## src/rtl/ram_arbiter.sv

```systemverilog
// ram_arbiter: round-robin N-channel arbiter serialising request/ack
// masters onto one single-port synchronous RAM with a configurable read latency.
// Optional macro RAM_ARB_LOCK_EN adds lock_i, which lets a channel keep
// the RAM for back-to-back transactions while holding its request.
module ram_arbiter #(
   parameter int NUM_CH      = 2,
   parameter int ADDR_W      = 5,
   parameter int DATA_W      = 32,
   parameter int RAM_LATENCY = 1,
   localparam int CH_W       = (NUM_CH > 1) ? $clog2(NUM_CH) : 1
) (
   input  logic                     sys_clk_i,
   input  logic                     rst_i,
   input  logic [NUM_CH-1:0]        req_i,
   input  logic [NUM_CH-1:0]        we_i,
   input  logic [NUM_CH*ADDR_W-1:0] addr_i,
   input  logic [NUM_CH*DATA_W-1:0] wdata_i,
`ifdef RAM_ARB_LOCK_EN
   input  logic [NUM_CH-1:0]        lock_i,
`endif
   output logic [NUM_CH-1:0]        ack_o,
   output logic [DATA_W-1:0]        rdata_o,
   output logic                     busy_o,
   output logic [CH_W-1:0]          grant_id_o,
   output logic                     ram_en_o,
   output logic                     ram_we_o,
   output logic [ADDR_W-1:0]        ram_addr_o,
   output logic [DATA_W-1:0]        ram_wdata_o,
   input  logic [DATA_W-1:0]        ram_rdata_i
);

   localparam int CNT_W     = (RAM_LATENCY > 2) ? $clog2(RAM_LATENCY) : 1;
   localparam int WAIT_LAST = (RAM_LATENCY > 1) ? RAM_LATENCY - 2 : 0;

   typedef enum logic [1:0] {S_IDLE, S_ISSUE, S_WAIT, S_ACK} state_t;

   state_t              r_state;
   logic [CH_W-1:0]     r_ptr;
   logic [CH_W-1:0]     r_gid;
   logic                r_we;
   logic [ADDR_W-1:0]   r_addr;
   logic [DATA_W-1:0]   r_wdata;
   logic                r_ram_en;
   logic                r_ram_we;
   logic                r_busy;
   logic [NUM_CH-1:0]   r_ack;
   logic [DATA_W-1:0]   r_rdata;
   logic [CNT_W-1:0]    r_cnt;
   logic                r_locked;

   logic                w_any;
   logic                w_hold;
   logic [CH_W-1:0]     w_sel;
   logic                w_sel_we;
   logic [ADDR_W-1:0]   w_sel_addr;
   logic [DATA_W-1:0]   w_sel_wdata;
   logic [NUM_CH-1:0]   w_ack_vec;
   logic                w_lock_now;

   // Round-robin pick: first requester above the pointer, then wrap to the ones at or below it
   always_comb begin
      w_any  = 1'b0;
      w_hold = 1'b0;
      w_sel  = '0;
      for (int c = 0; c < NUM_CH; c++) begin
         if (!w_any && req_i[c] && (c > int'(r_ptr))) begin
            w_any = 1'b1;
            w_sel = CH_W'(c);
         end
      end
      for (int c = 0; c < NUM_CH; c++) begin
         if (!w_any && req_i[c] && (c <= int'(r_ptr))) begin
            w_any = 1'b1;
            w_sel = CH_W'(c);
         end
      end
      // A locked channel that still requests overrides the rotation
      for (int c = 0; c < NUM_CH; c++) begin
         if (r_locked && req_i[c] && (CH_W'(c) == r_gid)) begin
            w_hold = 1'b1;
            w_any  = 1'b1;
            w_sel  = CH_W'(c);
         end
      end
   end

   // Steer the selected channel's command and decode the ack / lock of the served channel
   always_comb begin
      w_sel_we    = 1'b0;
      w_sel_addr  = '0;
      w_sel_wdata = '0;
      w_ack_vec   = '0;
      w_lock_now  = 1'b0;
      for (int c = 0; c < NUM_CH; c++) begin
         if (CH_W'(c) == w_sel) begin
            w_sel_we    = we_i[c];
            w_sel_addr  = addr_i[c*ADDR_W +: ADDR_W];
            w_sel_wdata = wdata_i[c*DATA_W +: DATA_W];
         end
         if (CH_W'(c) == r_gid) begin
            w_ack_vec[c] = 1'b1;
`ifdef RAM_ARB_LOCK_EN
            w_lock_now   = lock_i[c];
`endif
         end
      end
   end

   // Arbitration FSM with registered RAM strobes, ack pulse, status and read-data hold
   always_ff @(posedge sys_clk_i or negedge rst_i) begin
      if (!rst_i) begin
         r_state  <= S_IDLE;
         r_ptr    <= CH_W'(NUM_CH - 1);
         r_gid    <= '0;
         r_we     <= 1'b0;
         r_addr   <= '0;
         r_wdata  <= '0;
         r_ram_en <= 1'b0;
         r_ram_we <= 1'b0;
         r_busy   <= 1'b0;
         r_ack    <= '0;
         r_rdata  <= '0;
         r_cnt    <= '0;
         r_locked <= 1'b0;
      end else begin
         case (r_state)
            S_IDLE: begin
               r_locked <= w_hold;
               if (w_any) begin
                  r_gid    <= w_sel;
                  r_we     <= w_sel_we;
                  r_addr   <= w_sel_addr;
                  r_wdata  <= w_sel_wdata;
                  r_ram_en <= 1'b1;
                  r_ram_we <= w_sel_we;
                  r_busy   <= 1'b1;
                  r_state  <= S_ISSUE;
                  if (!w_hold) begin
                     r_ptr <= w_sel;
                  end
               end
            end
            S_ISSUE: begin
               r_ram_en <= 1'b0;
               r_ram_we <= 1'b0;
               r_cnt    <= '0;
               if (RAM_LATENCY > 1) begin
                  r_state <= S_WAIT;
               end else begin
                  r_ack   <= w_ack_vec;
                  r_state <= S_ACK;
               end
            end
            S_WAIT: begin
               if (r_cnt == CNT_W'(WAIT_LAST)) begin
                  r_ack   <= w_ack_vec;
                  r_state <= S_ACK;
               end else begin
                  r_cnt <= r_cnt + 1'b1;
               end
            end
            S_ACK: begin
               r_ack    <= '0;
               r_busy   <= 1'b0;
               r_locked <= w_lock_now;
               r_state  <= S_IDLE;
               if (!r_we) begin
                  r_rdata <= ram_rdata_i;
               end
            end
            default: r_state <= S_IDLE;
         endcase
      end
   end

   // Read data is presented straight from the RAM in the ack cycle, then held in r_rdata
   assign rdata_o     = ((r_state == S_ACK) && !r_we) ? ram_rdata_i : r_rdata;
   assign ack_o       = r_ack;
   assign busy_o      = r_busy;
   assign grant_id_o  = r_gid;
   assign ram_en_o    = r_ram_en;
   assign ram_we_o    = r_ram_we;
   assign ram_addr_o  = r_addr;
   assign ram_wdata_o = r_wdata;

endmodule

```

## config.mk

```make
export PLATFORM = sky130hd
export DESIGN_NAME = ram_arbiter
export DESIGN_NICKNAME = d
export VERILOG_FILES = /design/src/rtl/ram_arbiter.sv
export SDC_FILE = /design/constraint.sdc
export NUM_CORES = 1
export LEC_CHECK = 0
export CORE_MARGIN = 5
export CORE_UTILIZATION = 35
export CTS_CLUSTER_SIZE = 20
export DETAILED_ROUTE_END_ITERATION = 16
export PLACE_DENSITY_LB_ADDON = 0.08
export SLEW_MARGIN = 20
export SYNTH_ARGS = -nofsm -noshare
export SYNTH_HDL_FRONTEND = slang
export SYNTH_SLANG_ARGS = --single-unit
```

## constraint.sdc

```tcl
create_clock -name sys_clk_i -period 3.2 [get_ports sys_clk_i]
set_input_delay 0.64 -clock sys_clk_i [delete_from_list [all_inputs] [get_ports sys_clk_i]]
set_output_delay 0.64 -clock sys_clk_i [all_outputs]
set_load 0.01 [all_outputs]
```

Word level (Yosys, flattened, before mapping)
Index checks and enable logic that the tools add are counted.
Storage, ports and cells
  flip-flop bits (word level): 81
  input port bits: 112
  word-level logic and storage cells: 78
Operators by class
  order comparisons: 2
  multiplexer cells: 30
  bitwise logic cells: 3
  eq/ne operators: 5
  add/subtract/negate cells: 1
  reductions and logical operators: 24
Operator list (count)
  two-way mux 32 bit: 2
  two-way mux 1 bit: 17
  AND reduction 2 bit: 6
  one-hot mux 1 bit (2 select lines): 5
  logical AND 1 bit: 9
  one-hot mux 2 bit (4 select lines): 1
  two-way mux 2 bit: 3
  one-hot mux 2 bit (3 select lines): 1
  nonzero test 2 bit: 3
  two-way mux 5 bit: 1
  == test 2 bit, second input constant: 2
  != test 2 bit, second input constant: 2
  logical NOT 1 bit: 3
  inverter 1 bit: 3
  AND reduction 3 bit: 1
  nonzero test 3 bit: 1
  == test 2 x 1 -> 1 bit, second input constant: 1
  logical NOT 2 bit: 1
  adder 1 bit, second input constant: 1
  greater-than comparator 1 bit, first input constant: 1
  less-or-equal comparator 1 bit, first input constant: 1

Depth between registers and ports, before layout
Gate-level depths: netlist (run 1).
  depth after elaboration: 15
  mapped depth: 6

Least setup slack after synthesis (run 1)
OpenSTA, ideal clock, no wires.
  path kind: reg-to-output
  start: reg r_state[0]
  end: out rdata_o[10]
  stages on the path, launching flop included: 6
  data arrival time: 1.445 ns
  path buffers: 2
  setup slack: 1.115 ns
  required time: 2.560 ns
  cells stage by stage: dfrtp_1 -> ha_1 -> nor2b_1 -> buf_2 -> buf_4 -> mux2_1
On the way
  longest elaborated chain between the ends: 3
Ends and longest elaborated chain
  start: declaration: RTL line 37  | state_t r_state;
  start signal: assignment: RTL line 112  | r_state <= S_IDLE;
  start signal: assignment: RTL line 137  | r_state <= S_ISSUE;
  start signal: assignment: RTL line 148  | r_state <= S_WAIT;
  == test 2 bit: RTL line 177  | assign rdata_o = ((r_state == S_ACK) && !r_we) ? ram_rdata_i : r_rdata;
  logical AND 1 bit: RTL line 177
  two-way mux 32 bit: RTL line 177
  end: declaration: RTL line 22  | output logic [DATA_W-1:0] rdata_o,
Every way passes these cells.

Worst setup path in the final report (run 1)
  start: reg r_state[0]
  end: out rdata_o[11]
Same word-level chain as after synthesis.

==> run_results.csv, run 1 <==
group,metric,value,unit
die,die_w,121,um
critical_path,r2r_start,"r_state[1]$_DFFE_PN0P_",
clock_tree,cts_buffers,9,
drt,ant_nets,0,
critical_path,rrSetupSlack,1.23,ns
synth,ys.flop_type,"dfrtp_1",
min_path,hold_class,"in -> async",
layout,fillers,1086,
place,place_ws,0.561,ns
global_route,grt-ovfl-total,0,
synth,synth_edf_count,0,
clock_tree,htree_levels,3,
global_route,first_global_vias,3936,
layout,fin_cells,712,
global_route,antenna_found_initial,1,
critical_path,cp_max_fo,32,
timing,post-route-period-util,93.4,%
critical_path,cp_data_required_time,2.56,ns
clock_tree,cts_tree,"done",
clock_tree,cts-root-buf,"clkbuf_16",
timing,finalSetupViolations,0,
timing,worstMarginPinSlew,0.781,ns
critical_path,cp_cell_sequence,"ha_1 -> nor2b_4 -> buf_12 -> mux2_2 -> clkdlybuf4s50_1",
run_status,status,"completed",
synth,synthesis.nets,510,
critical_path,worstSetupPathType,"reg -> out",
synth,seq_area_frac_synth,46.6,%
global_route,grt_first_pass_wirelength,21500,um
critical_path,r2r_cells,6,
timing,rsz0062_at_grt,"false",
timing,hold_viol_final,0,
clock_tree,cts_buffer_depth,2,
die,die_area,14600,um^2
power,power.leakage,2.40,nW
timing,fin_crit,2.99,ns
place,placed_cells,695,
clock_tree,cts.hold.buffers_added,0,
synth,synthTopCellsByArea,"dfrtp_1 (46%), a41oi_2 (7.6%), o211ai_1 (6.8%)",
die,chipHeight,121,um
synth,yosys.area.top_type_share,46.0,%
critical_path,crit_arrival,2.35,ns
synth,async_reset_ff_share,100,%
timing,whs,0.351,ns
clock_tree,postCtsSetupRepairBufs,0,
synth,ys_ff_latch,80,
place,gp_congestion,0.741,
layout,multiInputGateArea,2040,um^2
drt,routedWlPerCell,19.2,um
synth,yosys-top-cells-count,"dfrtp_1 (79), nor2_1 (42), nor2b_1 (39), o211ai_1 (39), a31oi_1 (38)",
timing,max_clock_freq,0.335,GHz
critical_path,cp-start-kind,"flop",
drt,via_per_inst,5.37,
critical_path,worst_r2r_endpoint,"ram_wdata_o[30]$_DFFE_PN0P_",
drt,drc,0,
die,start_util,35.8,%
die,ios,187,
job,cap_violations,0,
power,vdd_drop_max,0.000503,V
place,dp_hpwl,9350,um
timing,tns,0,ns
power,total_power,5.85,mW
critical_path,slowest_delay,0.49,ns
drt,first_pass_iters,4,
timing,relSlewSlack,48.0,%
layout,finalNetCount,675,
synth,syn-instance-count,394,
clock_tree,cts_resized,0,
timing,slew_violations,0,
synth,yosys_warnings,0,
timing,setup_ws,0.212,ns
clock_tree,clkSinkCount,80,
synth,syn_area,4300,um^2
power,power_density,893,nW/um^2
critical_path,critPathSlowestCell,"clkdlybuf4s50_1",
drt,wirelength,13700,um
timing,clock_skew,0.00764,ns
critical_path,endpoint_kind,"primary output",
global_route,grt_max_degree,81,
drt,route.vias.total,3826,
global_route,grt_usage,18.7,%
place,portBuffers,186,
synth,ys_types,33,
synth,yosysMostFrequentCell,"dfrtp_1",
die,core,12000,um^2
layout,drive_gt1_share,14.4,%
layout,register_area,2000,um^2
die,rows,40,
clock_tree,clock_latency,0.34,ns
drt,drt_iter0_drc,190,
synth,syn_area_per_cell,10.9,um^2
synth,synth_area_leader_cell,"dfrtp_1",
layout,area_growth,52.4,%
clock_tree,clk_pin_slew_worst_paths,0.06,ns
worst max-delay path by stage:
stage,from,end,cells after the start
6_report,r_state[0]$_DFFE_PN0P_,rdata_o[11],5
5_1_grt,r_state[0]$_DFFE_PN0P_,rdata_o[30],5
4_1_cts,r_state[0]$_DFFE_PN0P_,rdata_o[11],5
3_5_place_dp,r_state[0]$_DFFE_PN0P_,rdata_o[16],5
3_3_place_gp,r_state[0]$_DFFE_PN0P_,rdata_o[7],5
2_1_floorplan,r_state[0]$_DFFE_PN0P_,rdata_o[10],5
through the flow:
step           utilization, %  area (um^2)
3_5_place_dp             51.8         6220
5_1_grt                  54.6         6550
6_report                 54.6         6550
2_1_floorplan               -         4300
4_1_cts                  54.5         6550
3_3_place_gp             51.8         6220
cell families (layout without fill, tap and decap cells):
logic type | count (synthesis) | count (layout) | share of synthesized area [%]
buffers and inverters | 48 | 218 | 6.29
adders and majority gates | 4 | 4 | 1.16
muxes | 33 | 33 | 8.61
and+or+nand+nor | 96 | 96 | 11.2
AOI/OAI and AO/OA | 133 | 133 | 26.1
other | 0 | 1 | 0
DFF | 80 | 80 | 46.6
worst max-delay path: cells and delay by family (launching register included):
kind | cells | cell delay [ns]
buffers and inverters | 2 | 0.70
flip-flops | 1 | 0.41
multiplexers | 1 | 0.37
adder cells (fa/ha/maj) | 1 | 0.30
AND/OR/NAND/NOR | 1 | 0.21
cell usage in the layout, fill, tap and decap left out, types with 2 or more instances in the layout:
cell type / instances
o211ai_1: 39
bufinv_16: 2
clkbuf_1: 2
a31oi_1: 38
ha_1: 4
dfrtp_1: 79
mux2_1: 8
a41oi_2: 20
buf_12: 3
buf_4: 9
mux2_2: 24
clkbuf_16: 9
inv_1: 4
nand2_1: 7
nor2_1: 41
buf_2: 2
clkdlybuf4s50_1: 183
a21oi_1: 3
o21ai_0: 9
a41oi_1: 18
nor2b_1: 38
flip-flops by register name (all words and copies together) (netlist names):
register	flops
r_rdata	32
ram_wdata_o	32
ram_addr_o	5
ack_o	2
r_state	2
busy_o	1
grant_id_o	1
r_locked	1
r_ptr	1
r_we	1
ram_en_o	1
ram_we_o	1
power by group:
group / total, mW / internal, mW / switching [mW]
Combinational: 2.97 / 1.62 / 1.34
Clock: 1.13 / 0.709 / 0.424
Sequential: 1.75 / 1.52 / 0.231
Total: 5.85 / 3.85 / 2.00
metal layers:
layer / up-vias / share of wire (%) / routed length (um) / track usage (%)
met5: - / 0 / 0 / 0
met4: 0 / 1.9 / 267 / 6.44
met3: 25 / 6.2 / 853 / 6.27
met2: 142 / 48 / 6610 / 29.5
met1: 1850 / 44 / 5960 / 24.0
li1: 1809 / - / - / -
final cells by class:
cell class                      count  share of cell area [%]
Antenna cell                        1                  0.0382
Clock buffer                       12                    3.76
Clock inverter                      4                    1.16
Inverter                            4                   0.229
Multi-Input combinational cell    266                    31.2
Sequential cell                    80                    30.6
Tap cell                          147                    2.81
Timing Repair Buffer              198                    30.2
(Power assumes the default switching activity.)
==> run 2, diff against run 1 <==
--- a/config.mk
+++ b/config.mk
@@ -7,4 +7,6 @@
 export LEC_CHECK = 0
+export ABC_AREA = 1
 export CORE_MARGIN = 5
 export CORE_UTILIZATION = 35
+export CTS_BUF_LIST = sky130_fd_sc_hd__clkbuf_4 sky130_fd_sc_hd__clkbuf_8
 export CTS_CLUSTER_SIZE = 20
--- a/constraint.sdc
+++ b/constraint.sdc
@@ -3,2 +3,2 @@
 set_output_delay 0.64 -clock sys_clk_i [all_outputs]
-set_load 0.01 [all_outputs]
+set_load 0.02 [all_outputs]
==> run 2 against run 1 <==
Cell count rose by 2.5%. Sequential power barely moved. Worst hold slack got worse by 0.032 ns. Wire length fell by 28%. Sequential cell count did not move. Critical path depth did not move. Register-to-register slack improved by 0.12 ns. Utilization rose by 2.5 points. Critical endpoint is now rdata_o[25].
==> run_results.csv, run 2 <==
group,metric,value,unit
run_status,status,"completed",
timing,relSlewSlack,50.3,%
critical_path,r2r_cells,7,
layout,area_growth,60.6,%
critical_path,cp-start-kind,"flop",
drt,ant_nets,0,
drt,via_per_inst,4.41,
timing,whs,0.319,ns
die,die_w,112,um
global_route,grt-ovfl-total,0,
synth,synth_area_leader_cell,"dfrtp_1",
global_route,grt_max_degree,81,
power,power_density,976,nW/um^2
synth,async_reset_ff_share,100,%
timing,slew_violations,0,
critical_path,critPathSlowestCell,"clkdlybuf4s50_1",
synth,yosys_warnings,0,
layout,final_common_cell,"clkdlybuf4s50_1",
drt,wirelength,9830,um
clock_tree,clkSinkCount,80,
drt,drc,0,
timing,tns,0,ns
power,vdd_drop_max,0.000459,V
timing,worstMarginPinSlew,0.745,ns
clock_tree,clk_pin_slew_worst_paths,0.09,ns
critical_path,cp_cell_sequence,"ha_1 -> nand2_1 -> buf_4 -> mux2_2 -> clkdlybuf4s50_1",
layout,antennaDiodeCount,0,
clock_tree,cts_buffer_depth,2,
synth,synth_edf_count,0,
synth,yosysMostFrequentCell,"nand2_1",
die,core,10200,um^2
layout,fillers,924,
power,power.leakage,2.69,nW
drt,routedWlPerCell,13.5,um
job,cap_violations,0,
layout,finalNetCount,705,
drt,route.vias.total,3220,
synth,seq_area_frac_synth,55.3,%
critical_path,worstSetupPathType,"reg -> out",
critical_path,endpoint_kind,"primary output",
global_route,grt_usage,15.9,%
timing,fin_crit,3.05,ns
timing,hold_viol_final,0,
clock_tree,clock_latency,0.35,ns
layout,register_area,2000,um^2
critical_path,crit_arrival,2.41,ns
synth,ys_ff_latch,80,
critical_path,cp_max_fo,32,
global_route,grt_first_pass_wirelength,16300,um
global_route,antenna_found_initial,0,
clock_tree,cts-root-buf,"clkbuf_8",
layout,drive_gt1_share,9.60,%
layout,multiInputGateArea,1330,um^2
die,start_util,35.6,%
synth,yosys.area.top_type_share,54.6,%
synth,synthesis.nets,523,
timing,clock_skew,0.0119,ns
die,rows,37,
synth,ys.flop_type,"dfrtp_1",
place,gp_congestion,0.789,
synth,syn_area_per_cell,8.90,um^2
synth,ys_types,21,
die,ios,187,
timing,post-route-period-util,95.4,%
critical_path,cp_data_required_time,2.56,ns
clock_tree,cts.hold.buffers_added,0,
place,dp_hpwl,7110,um
synth,syn-instance-count,407,
die,chipHeight,112,um
die,die_area,12500,um^2
clock_tree,cts_tree,"done",
critical_path,slowest_delay,0.56,ns
global_route,first_global_vias,3312,
clock_tree,cts_resized,0,
min_path,hold_class,"in -> async",
clock_tree,cts_buffers,9,
clock_tree,postCtsSetupRepairBufs,0,
timing,finalSetupViolations,0,
drt,first_pass_iters,4,
synth,yosys-top-cells-count,"nand2_1 (127), dfrtp_1 (79), inv_1 (49)",
synth,synthTopCellsByArea,"dfrtp_1 (55%), nand2_1 (13%), mux2_2 (10%)",
layout,layout_common_cells,"clkdlybuf4s50_1 (185), nand2_1 (127), dfrtp_1 (79)",
synth,syn_area,3620,um^2
timing,max_clock_freq,0.328,GHz
timing,rsz0062_at_grt,"false",
place,portBuffers,186,
clock_tree,htree_levels,3,
drt,drt_iter0_drc,128,
-- run 2: kinds of logic after synthesis --
family,after synthesis,share of synthesized area (%)
buf+inv,69,8.19
compound gates,48,6.77
fa+ha+maj,4,1.38
flops,80,55.3
mux,32,9.95
simple gates,174,18.4
-- run 2: where the power goes --
group	switching (mW)	leakage, nW	total, mW	internal, mW
logic	1.60	1.62	3.12	1.51
clock network	0.381	0.111	0.833	0.453
registers	0.207	0.960	1.73	1.52
total	2.19	2.69	5.68	3.49
-- run 2: through the flow --
stage | worst slack (ns) | util (%) | area, um^2 | cells | total power [mW]
after floorplan | 1.19 | - | 3620 | 407 | 3.43
after global routing | 0.0168 | 57.1 | 5810 | 730 | 6.06
after global placement | 0.540 | 54.9 | 5590 | 714 | 4.84
after CTS | 0.113 | 57.1 | 5810 | 730 | 5.77
final | 0.148 | 57.1 | 5810 | 730 | 5.68
after detailed placement | 0.505 | 54.9 | 5590 | 714 | 4.91
-- run 2: final cells by class --
| cell class | count | area share (%) |
|---|---|---|
| Clock buffer | 10 | 2.26 |
| Clock inverter | 6 | 1.55 |
| Multi-Input combinational cell | 258 | 22.8 |
| Inverter | 50 | 3.23 |
| Timing Repair Buffer | 190 | 32.8 |
| Sequential cell | 80 | 34.5 |
| Tap cell | 136 | 2.93 |
-- run 2: final timing paths --
kind / start / endpoint / slack (ns)
max: r_state[0]$_DFFE_PN0P_ / rdata_o[25] / 0.15
min: rst_i / r_rdata[18]$_DFFE_PN0P_ / 0.32
max reg2reg: r_state[0]$_DFFE_PN0P_ / r_ptr$_DFFE_PN1P_ / 1.35
min reg2reg: ram_wdata_o[22]$_DFFE_PN0P_ / ram_wdata_o[22]$_DFFE_PN0P_ / 0.49
max in group asynchronous: rst_i / ram_wdata_o[10]$_DFFE_PN0P_ / 2.35
min in group sys_clk_i: ram_wdata_o[22]$_DFFE_PN0P_ / ram_wdata_o[22]$_DFFE_PN0P_ / 0.49
-- run 2: layer usage --
layer	track usage, %	part of all wire [%]	vias up
met4	5.11	1.1	0
met3	5.27	8.8	10
met2	25.2	46	118
li1	-	-	1618
met1	20.4	44	1474
met5	0	0	-
-- run 2: worst max-delay path: cells and delay by family, from the launching register on --
kind / cells / cell delay [ns]
buffers and inverters: 2 / 0.94
DFF: 1 / 0.43
adders and majority gates: 1 / 0.23
muxes: 1 / 0.40
and+or+nand+nor: 1 / 0.07
==> run 3, diff against run 2 <==
- GPL_ROUTABILITY_DRIVEN: not set -> 0
- GPL_TIMING_DRIVEN: not set -> 0
- HOLD_SLACK_MARGIN: not set -> 0.06
==> run 3 against run 2 <==
Global-route usage is 0.75 points higher. Total power up 3.2%. Design area rose by 2.1%. Non-clock buffer count is 16 higher. Critical path type unchanged. Largest power group unchanged.
==> run_results.csv, run 3 (synthesis gave the netlist of run 2 again) <==
group,metric,value,unit
clock_tree,cts_tree,"done",
critical_path,cp_data_required_time,2.56,ns
global_route,grt_max_degree,46,
die,die_w,112,um
critical_path,cp-start-kind,"flop",
layout,area_growth,63.9,%
drt,route.vias.total,3278,
layout,final_core_util,58.3,%
drt,drt_iter0_drc,131,
die,start_util,35.6,%
clock_tree,cts-root-buf,"clkbuf_8",
clock_tree,cts_buffer_depth,2,
critical_path,slowest_delay,0.56,ns
clock_tree,clkSinkCount,80,
place,portBuffers,186,
critical_path,crit_buf_inv,2,
timing,post-route-period-util,95.4,%
run_status,status,"completed",
clock_tree,clk_pin_slew_worst_paths,0.09,ns
layout,layout_common_cells,"clkdlybuf4s50_1 (185), nand2_1 (127), dfrtp_1 (79)",
drt,via_per_inst,4.39,
timing,setup_ws,0.148,ns
timing,clock_skew,0.0129,ns
critical_path,cp_cell_sequence,"ha_1 -> nand2_1 -> buf_2 -> mux2_2 -> clkdlybuf4s50_1",
layout,finalNetCount,721,
drt,first_pass_iters,4,
timing,max_clock_freq,0.328,GHz
drt,drc,0,
critical_path,r2r_cells,8,
timing,slew_violations,0,
die,rows,37,
die,chipHeight,112,um
critical_path,worstSetupPathType,"reg -> out",
clock_tree,clock_latency,0.36,ns
drt,wirelength,10200,um
critical_path,critPathSlowestCell,"clkdlybuf4s50_1",
global_route,grt-ovfl-total,0,
power,vdd_drop_max,0.000441,V
timing,rsz0062_at_grt,"false",
timing,worstMarginPinSlew,0.596,ns
place,dp_hpwl,7780,um
layout,antennaDiodeCount,0,
job,cap_violations,0,
critical_path,crit_arrival,2.41,ns
global_route,grt_usage,16.6,%
die,core,10200,um^2
layout,drive_gt1_share,11.5,%
timing,fin_crit,3.05,ns
power,power.leakage,2.77,nW
global_route,antenna_found_initial,0,
power,total_power,5.86,mW
clock_tree,htree_levels,3,
clock_tree,cts_resized,0,
die,ios,187,
timing,hold_viol_final,0,
critical_path,cp_num_cells,5,
timing,relSlewSlack,60.3,%
min_path,hold_class,"in -> async",
critical_path,endpoint_kind,"primary output",
timing,finalSetupViolations,0,
drt,routedWlPerCell,13.7,um
place,place_ws,0.506,ns
clock_tree,cts.hold.buffers_added,0,
layout,final_common_cell,"clkdlybuf4s50_1",
critical_path,path_delay_family,"buffers and inverters",
global_route,first_global_vias,3371,
global_route,grt_first_pass_wirelength,16900,um
clock_tree,cts_buffers,9,
critical_path,cp_max_fo,10,
clock_tree,postCtsSetupRepairBufs,0,
die,die_area,12500,um^2
power,power_density,987,nW/um^2
drt,ant_nets,0,
run 3: cell count changes in the layout (fill, tap and decap cells not counted):
cell,delta
nor2_2,+1
nor2_4,-1
clkbuf_1,+3
buf_2,+12
inv_6,-1
clkbuf_4,-1
bufinv_16,+2
buf_6,+1
run 3: worst reg2reg max path: stages (launching register included):
cell      delay (ns)
dfrtp_1         0.44
inv_1           0.08
ha_1            0.23
inv_1           0.08
nor2_2          0.30
inv_2           0.11
clkbuf_1        0.28
nand2_1         0.13
o21ai_1         0.06
run 3: path summary, 6_finish.rpt:
path / slack, ns / from / endpoint
max: 0.15 / r_state[0]$_DFFE_PN0P_ / rdata_o[25]
max reg2reg: 1.39 / r_state[0]$_DFFE_PN0P_ / ram_wdata_o[30]$_DFFE_PN0P_
min reg2reg: 0.49 / ram_wdata_o[31]$_DFFE_PN0P_ / ram_wdata_o[31]$_DFFE_PN0P_
min: 0.29 / rst_i / r_rdata[15]$_DFFE_PN0P_
max in group asynchronous: 2.24 / rst_i / r_ptr$_DFFE_PN1P_
min in group sys_clk_i: 0.49 / ram_wdata_o[31]$_DFFE_PN0P_ / ram_wdata_o[31]$_DFFE_PN0P_
run 3: area by class of cell:
type,count,area [um^2]
Clock buffer,9,124
Timing Repair Buffer,187,1880
Sequential cell,80,2000
Tap cell,136,170
Buffer,19,109
Fill cell,916,4250
Multi-Input combinational cell,258,1320
Clock inverter,7,141
Inverter,50,188
run 3: through the flow:
stage          hold slack [ns]  TNS (ns)  std cells  cell area [um^2]
4_1_cts                  0.297         0        746              5940
6_report                 0.294         0        746              5940
3_5_place_dp             0.477         0        730              5670
3_3_place_gp             0.467   -119.27        729              5650
2_1_floorplan            0.344         0        407              3620
5_1_grt                  0.325         0        746              5940
run 3: metal layers:
metal,share of wire [%],vias up,track usage (%),wire [um]
li1,-,1649,-,-
met5,0,-,0,0
met4,0.86,0,5.60,88
met1,44,1491,21.0,4550
met2,46,127,26.4,4670
met3,9.0,11,6.14,919
run 3: where the power goes:
group / switching (mW) / internal (mW)
clock: 0.385 / 0.598
sequential: 0.207 / 1.52
combinational: 1.61 / 1.54
total: 2.20 / 3.66
